`src/rtl/div8_8_if.sv`:
```
// div8_8_if: start/done handshake and operand/result bus of the signed divider.
interface div8_8_if #(parameter int WIDTH = 8);
    logic             start;
    logic [WIDTH-1:0] a;
    logic [WIDTH-1:0] b;
    logic             busy;
    logic             done;
    logic [WIDTH-1:0] q;
    logic [WIDTH-1:0] r;
    logic             dz;
    modport master (output start, a, b, input busy, done, q, r, dz);
    modport slave  (input start, a, b, output busy, done, q, r, dz);
endinterface

```
`src/rtl/div8_8.sv`:
```
// div8_8: sequential signed radix-2 restoring divider, one quotient bit per clock, C-style truncation.
module div8_8 #(parameter int WIDTH = 8) (
    input  logic     clk,
    input  logic     rst_n,
    div8_8_if.slave  bus
);
    localparam int CW = $clog2(WIDTH);
    typedef enum logic [1:0] {IDLE, LOAD, CALC, FIX} state_t;
    state_t           state_q, state_d;
    logic [WIDTH-1:0] a_q, a_d, babs_q, babs_d, dvd_q, dvd_d, rem_q, rem_d;
    logic [WIDTH-1:0] q_q, q_d, r_q, r_d;
    logic [WIDTH:0]   rem_sh, trial;
    logic [CW-1:0]    cnt_q, cnt_d;
    logic             sq_q, sq_d, sr_q, sr_d, dz_q, dz_d, done_q, done_d;
    logic             accept;
    // done is registered out of FIX, so busy stays high through the done cycle
    assign accept   = state_q == IDLE && !done_q && bus.start;
    assign rem_sh   = {rem_q, dvd_q[WIDTH-1]};
    assign trial    = rem_sh - {1'b0, babs_q};
    assign bus.busy = state_q != IDLE || done_q;
    assign bus.done = done_q;
    assign bus.q    = q_q;
    assign bus.r    = r_q;
    assign bus.dz   = dz_q;
    always_comb begin
        state_d = state_q;
        a_d     = a_q;
        babs_d  = babs_q;
        dvd_d   = dvd_q;
        rem_d   = rem_q;
        cnt_d   = cnt_q;
        sq_d    = sq_q;
        sr_d    = sr_q;
        q_d     = q_q;
        r_d     = r_q;
        dz_d    = dz_q;
        done_d  = 1'b0;
        case (state_q)
            IDLE: if (accept) begin
                state_d = LOAD;
                a_d     = bus.a;
                sq_d    = bus.a[WIDTH-1] ^ bus.b[WIDTH-1];
                sr_d    = bus.a[WIDTH-1];
                dvd_d   = bus.a[WIDTH-1] ? -bus.a : bus.a;
                babs_d  = bus.b[WIDTH-1] ? -bus.b : bus.b;
            end
            LOAD: begin
                rem_d   = '0;
                cnt_d   = CW'(WIDTH - 1);
                state_d = CALC;
            end
            CALC: begin
                rem_d   = trial[WIDTH] ? rem_sh[WIDTH-1:0] : trial[WIDTH-1:0];
                dvd_d   = {dvd_q[WIDTH-2:0], ~trial[WIDTH]};
                cnt_d   = cnt_q - 1'b1;
                state_d = cnt_q == '0 ? FIX : CALC;
            end
            FIX: begin
                dz_d    = babs_q == '0;
                q_d     = babs_q == '0 ? '1 : sq_q ? -dvd_q : dvd_q;
                r_d     = babs_q == '0 ? a_q : sr_q ? -rem_q : rem_q;
                done_d  = 1'b1;
                state_d = IDLE;
            end
            default: state_d = IDLE;
        endcase
    end
    always_ff @(posedge clk or negedge rst_n) begin
        if (!rst_n) begin
            state_q <= IDLE;
            a_q     <= '0;
            babs_q  <= '0;
            dvd_q   <= '0;
            rem_q   <= '0;
            cnt_q   <= '0;
            sq_q    <= 1'b0;
            sr_q    <= 1'b0;
            q_q     <= '0;
            r_q     <= '0;
            dz_q    <= 1'b0;
            done_q  <= 1'b0;
        end else begin
            state_q <= state_d;
            a_q     <= a_d;
            babs_q  <= babs_d;
            dvd_q   <= dvd_d;
            rem_q   <= rem_d;
            cnt_q   <= cnt_d;
            sq_q    <= sq_d;
            sr_q    <= sr_d;
            q_q     <= q_d;
            r_q     <= r_d;
            dz_q    <= dz_d;
            done_q  <= done_d;
        end
    end
endmodule

```
`src/flat_wrapper.sv`:
```
// flat-port wrapper written by rule: the top's interface ports become plain ports
module div8_8_flat 
#(parameter int WIDTH = 8)
  (clk, rst_n, bus_start, bus_a, bus_b, bus_busy, bus_done, bus_q, bus_r, bus_dz);
  div8_8_if #(.WIDTH(WIDTH)) bus_i ();
  input  logic clk;
  input  logic rst_n;
  input wire logic [$bits(bus_i.start)-1:0] bus_start;
  input wire logic [$bits(bus_i.a)-1:0] bus_a;
  input wire logic [$bits(bus_i.b)-1:0] bus_b;
  output wire logic [$bits(bus_i.busy)-1:0] bus_busy;
  output wire logic [$bits(bus_i.done)-1:0] bus_done;
  output wire logic [$bits(bus_i.q)-1:0] bus_q;
  output wire logic [$bits(bus_i.r)-1:0] bus_r;
  output wire logic [$bits(bus_i.dz)-1:0] bus_dz;
  assign bus_i.start = bus_start;
  assign bus_i.a = bus_a;
  assign bus_i.b = bus_b;
  assign bus_busy = bus_i.busy;
  assign bus_done = bus_i.done;
  assign bus_q = bus_i.q;
  assign bus_r = bus_i.r;
  assign bus_dz = bus_i.dz;
  div8_8 #(.WIDTH(WIDTH)) u_core (.clk(clk), .rst_n(rst_n), .bus(bus_i));
endmodule
```
`config.mk`:
```
export PLATFORM = sky130hd
export DESIGN_NAME = div8_8_flat
export DESIGN_NICKNAME = d
export VERILOG_FILES = /design/src/rtl/div8_8_if.sv /design/src/rtl/div8_8.sv /design/src/flat_wrapper.sv
export SDC_FILE = /design/constraint.sdc
export NUM_CORES = 1
export LEC_CHECK = 0
export CAP_MARGIN = 20
export CORE_AREA = 2 2 86 121
export CTS_CLUSTER_SIZE = 12
export DETAILED_ROUTE_END_ITERATION = 8
export DIE_AREA = 0 0 88 123
export PLACE_DENSITY = 0.61
export SETUP_SLACK_MARGIN = 0.3
export SYNTH_ARGS = -nofsm -noshare
export SYNTH_HDL_FRONTEND = slang
export SYNTH_SLANG_ARGS = --single-unit
```
`constraint.sdc`:
```
create_clock -name clk -period 7.6 [get_ports clk]
set_input_delay 1.52 -clock clk [delete_from_list [all_inputs] [get_ports clk]]
set_output_delay 1.52 -clock clk [all_outputs]
set_load 0.02 [all_outputs]
```
==> results summary <==
The tightest slew margin relative to the limit is 0.271. The post-synthesis instance area is 3330 µm². The wire-length estimate of the detail-placed layout is 5390 µm. The average instance area after synthesis is ~9.2 µm². The peak supply drop came out at 218 µV. The worst setup slack after layout came out at 4380 ps. The floorplan step set the die height to between 100 and 150 µm. In this run, synthesis produced a sequential element count of 56.

The share of post-route cells with drive strength above 1 is 0.0923. The measured slew at the worst slew-check pin is around 1100 ps. The number of global-route vias before repair came out at 2,433. The floorplan row count is 43. The diode insertion count for antenna repair came out at 0. The first-pass GRT wire length is ~12,000 µm. The final count of negative-setup-slack endpoints came out at 0. The critical path start-end classification is flop to output pin. The count of buffers from port buffering is 37. The sink of the worst hold path is u_core.cnt_q[0]. The die area came out at 10,800 µm². Counting instances, the worst hold path has a depth of 1. The core region is 9740 µm².

In this run the critical register-to-register path is captured at u_core.rem_q[0]. The most used flip-flop cell after synthesis is dfrtp_1. The last weighted congestion value of the routability-driven placer is 0.823. The count of cells along the worst register-to-register path is 10. For this block, the initial DRC count from the detailed router was ~140.

The DRC violation count after routing is 0. Using the TritonRoute via totals, the vias-per-cell ratio works out to 4.85. The total overflow left after global routing is 0.

For the worst setup path, the data required time is 6080 ps. The number of setup buffers added after CTS is 0. The initial standard-cell utilization of the core came out at 0.342.

In this run the worst path has a maximum fanout of 4. Leaving out fill and tap cells, the most frequent cells in the layout are dfrtp_1, nand2_1, clkdlybuf4s50_1. The number of warnings printed during yosys synthesis came out at 0. The fmax is 311 MHz.

In this run the static leakage power is about 1.7 nW. For this design the top-level I/O count stands at 38. The routed wire length came out at just over 7000 µm.

The initial antenna violation count came out at 0. The data arrival time of the critical path came out at 1700 ps. The final design utilization is 0.405. Synthesis produced a netlist with a net count of 398. Buffers inserted during clock tree synthesis total 5.

The part of the cycle the worst path needs is 0.424. The net count of the finished layout is 428. The most common cell after layout, fill and taps aside is dfrtp_1. For this design, the CTS-stage hold fixing added 0 buffers. The average wire length per cell after detail routing came out at 13.6 µm. The number of nets with antenna violations after routing is 0. The startpoint identified for the worst hold timing path is u_core.cnt_q[0].

The sink count of the clock tree came out at 56. The count of mapped cells out of synthesis is 360. The sequential fraction of the synthesis area came out at 0.421. The insertion delay to the later sink of the worst-skew pair is 300 ps.

The total iterations of the first detailed-routing run came out at 4. The flop-to-flop setup slack is 4820 ps. The total global routing track utilization is 0.140. Setup repair after global routing left no endpoint under its margin. In this run the power density over the cells is 453 nW/µm². STA classifies the critical path startpoint as a flop. The critical path endpoint category is an output pin. The width of the die came out at 88 µm. The detailed router placed between 2,000 and 3,000 vias in this run.

The post-synthesis async set-or-reset flop share came out at 1.00. The CTS tree is yes. The synthesized design contains 0 enable-type register cells. At the placement stage, the worst setup path has a slack of ~4200 ps. The shortest clock period the worst path allows after layout is 3220 ps. The clock tree synthesis step divided the H-tree into 2 levels. The largest net degree at the start of global routing came out at 57. Across the run, the number of max-cap violations was 0. The final hold violation count is 0. The worst register-to-register path begins at u_core.dvd_q[7]. The final clock skew is 7.42 ps. The longest clock path from root to sink contains 2 buffers. The summed negative setup slack over all endpoints is 0 ps.

The number of distinct standard cells referenced by the synthesized netlist is 41. Clock-pin slew was measured on the worst setup and hold paths at 70 ps. The number of cells upsized or downsized after cts came out at 0. The max-slew violation count is 0.

The run finished with clean final reports. The tightest min-delay check is of the flop to flop type. The area growth from synthesis to layout came out at 18.5%. The tree is rooted in a clkbuf_16.
==> area by class of cell <==
type	instances	area (µm²)
Fill cell	948	5790
Clock inverter	1	5.00
Inverter	32	120
Timing Repair Buffer	40	385
Sequential cell	56	1400
Multi-Input combinational cell	255	1740
Clock buffer	6	129
Tap cell	135	169
==> report_power, final <==
group | internal (mW) | total, mW | leakage [nW] | switching, mW
Sequential | 0.429 | 0.546 | 0.683 | 0.117
Clock | 0.120 | 0.221 | 0.0667 | 0.101
Combinational | 0.471 | 1.02 | 0.996 | 0.550
==> logic make-up after synthesis <==
group | synth area share
fa+ha+maj | 0.0737
compound gates | 0.152
mux | 0.0850
buf+inv | 0.0575
xor+xnor | 0.0737
flops | 0.421
simple gates | 0.137
==> cells in the mapped netlist, types with 2 or more instances <==
cell type	instances	area share
nand2_1	37	0.042
mux2i_1	5	0.015
inv_1	32	0.036
mux2_2	18	0.061
a21oi_1	24	0.036
o22ai_1	6	0.011
mux2_4	2	0.0090
or4_1	2	0.0045
clkbuf_1	16	0.018
ha_1	18	0.068
nor2b_1	6	0.011
or3_1	4	0.0075
o31ai_1	7	0.016
nor4_1	3	0.0056
a31oi_1	11	0.021
xor2_1	13	0.034
xnor2_1	15	0.039
nor2_1	25	0.028
nor3_1	8	0.012
nand3_1	4	0.0060
o21ai_0	28	0.042
dfrtp_1	56	0.42
nand2b_1	2	0.0038
==> stage by stage <==
| step | std cells | total power [mW] | cell area [µm²] | hold WS [ps] |
|---|---|---|---|---|
| floorplan | 360 | 1.31 | 3330 | 440 |
| global placement | 517 | 1.56 | 3810 | 461 |
| detailed placement | 517 | 1.57 | 3810 | 463 |
| CTS | 524 | 1.80 | 3940 | 472 |
| global route | 525 | 1.95 | 3950 | 501 |
| finish | 525 | 1.79 | 3950 | 467 |
==> sequential cells by signal (all words and copies together), names as in the netlist <==
register	flops
u_core.babs_q	8
u_core.bus.q	8
u_core.bus.r	8
u_core.dvd_q	8
u_core.rem_q	8
u_core.a_q	7
u_core.cnt_q	3
u_core.state_q	2
u_core.bus.done	1
u_core.bus.dz	1
u_core.sq_q	1
u_core.sr_q	1
==> worst max path at each step <==
stage	start	end	slack, ps	cells past startpoint
global route	u_core.state_q[0]	bus_busy	4300	4
global placement	bus_start	u_core.dvd_q[0]	4290	7
detailed placement	bus_start	u_core.dvd_q[6]	4230	5
CTS	u_core.state_q[0]	bus_busy	4380	4
finish	u_core.state_q[0]	bus_busy	4380	4
floorplan	bus_b[1]	u_core.babs_q[5]	4980	5
==> layer usage <==
| layer | global-route usage | vias to the layer above | part of all wire | routed length, µm |
|---|---|---|---|---|
| li1 | - | 1300 | - | - |
| met1 | 0.179 | 1204 | 0.46 | 3270 |
| met2 | 0.237 | 33 | 0.50 | 3530 |
| met3 | 0.0180 | 8 | 0.023 | 163 |
| met4 | 0.0558 | 0 | 0.021 | 147 |
| met5 | 0 | - | 0 | 0 |
==> critical path: stages, from the launching register on <==
cell             delay, ps
dfrtp_1                370
inv_1                   90
ha_1                   260
nand2b_1                90
clkdlybuf4s50_1        600
(Power assumes the default switching activity.)
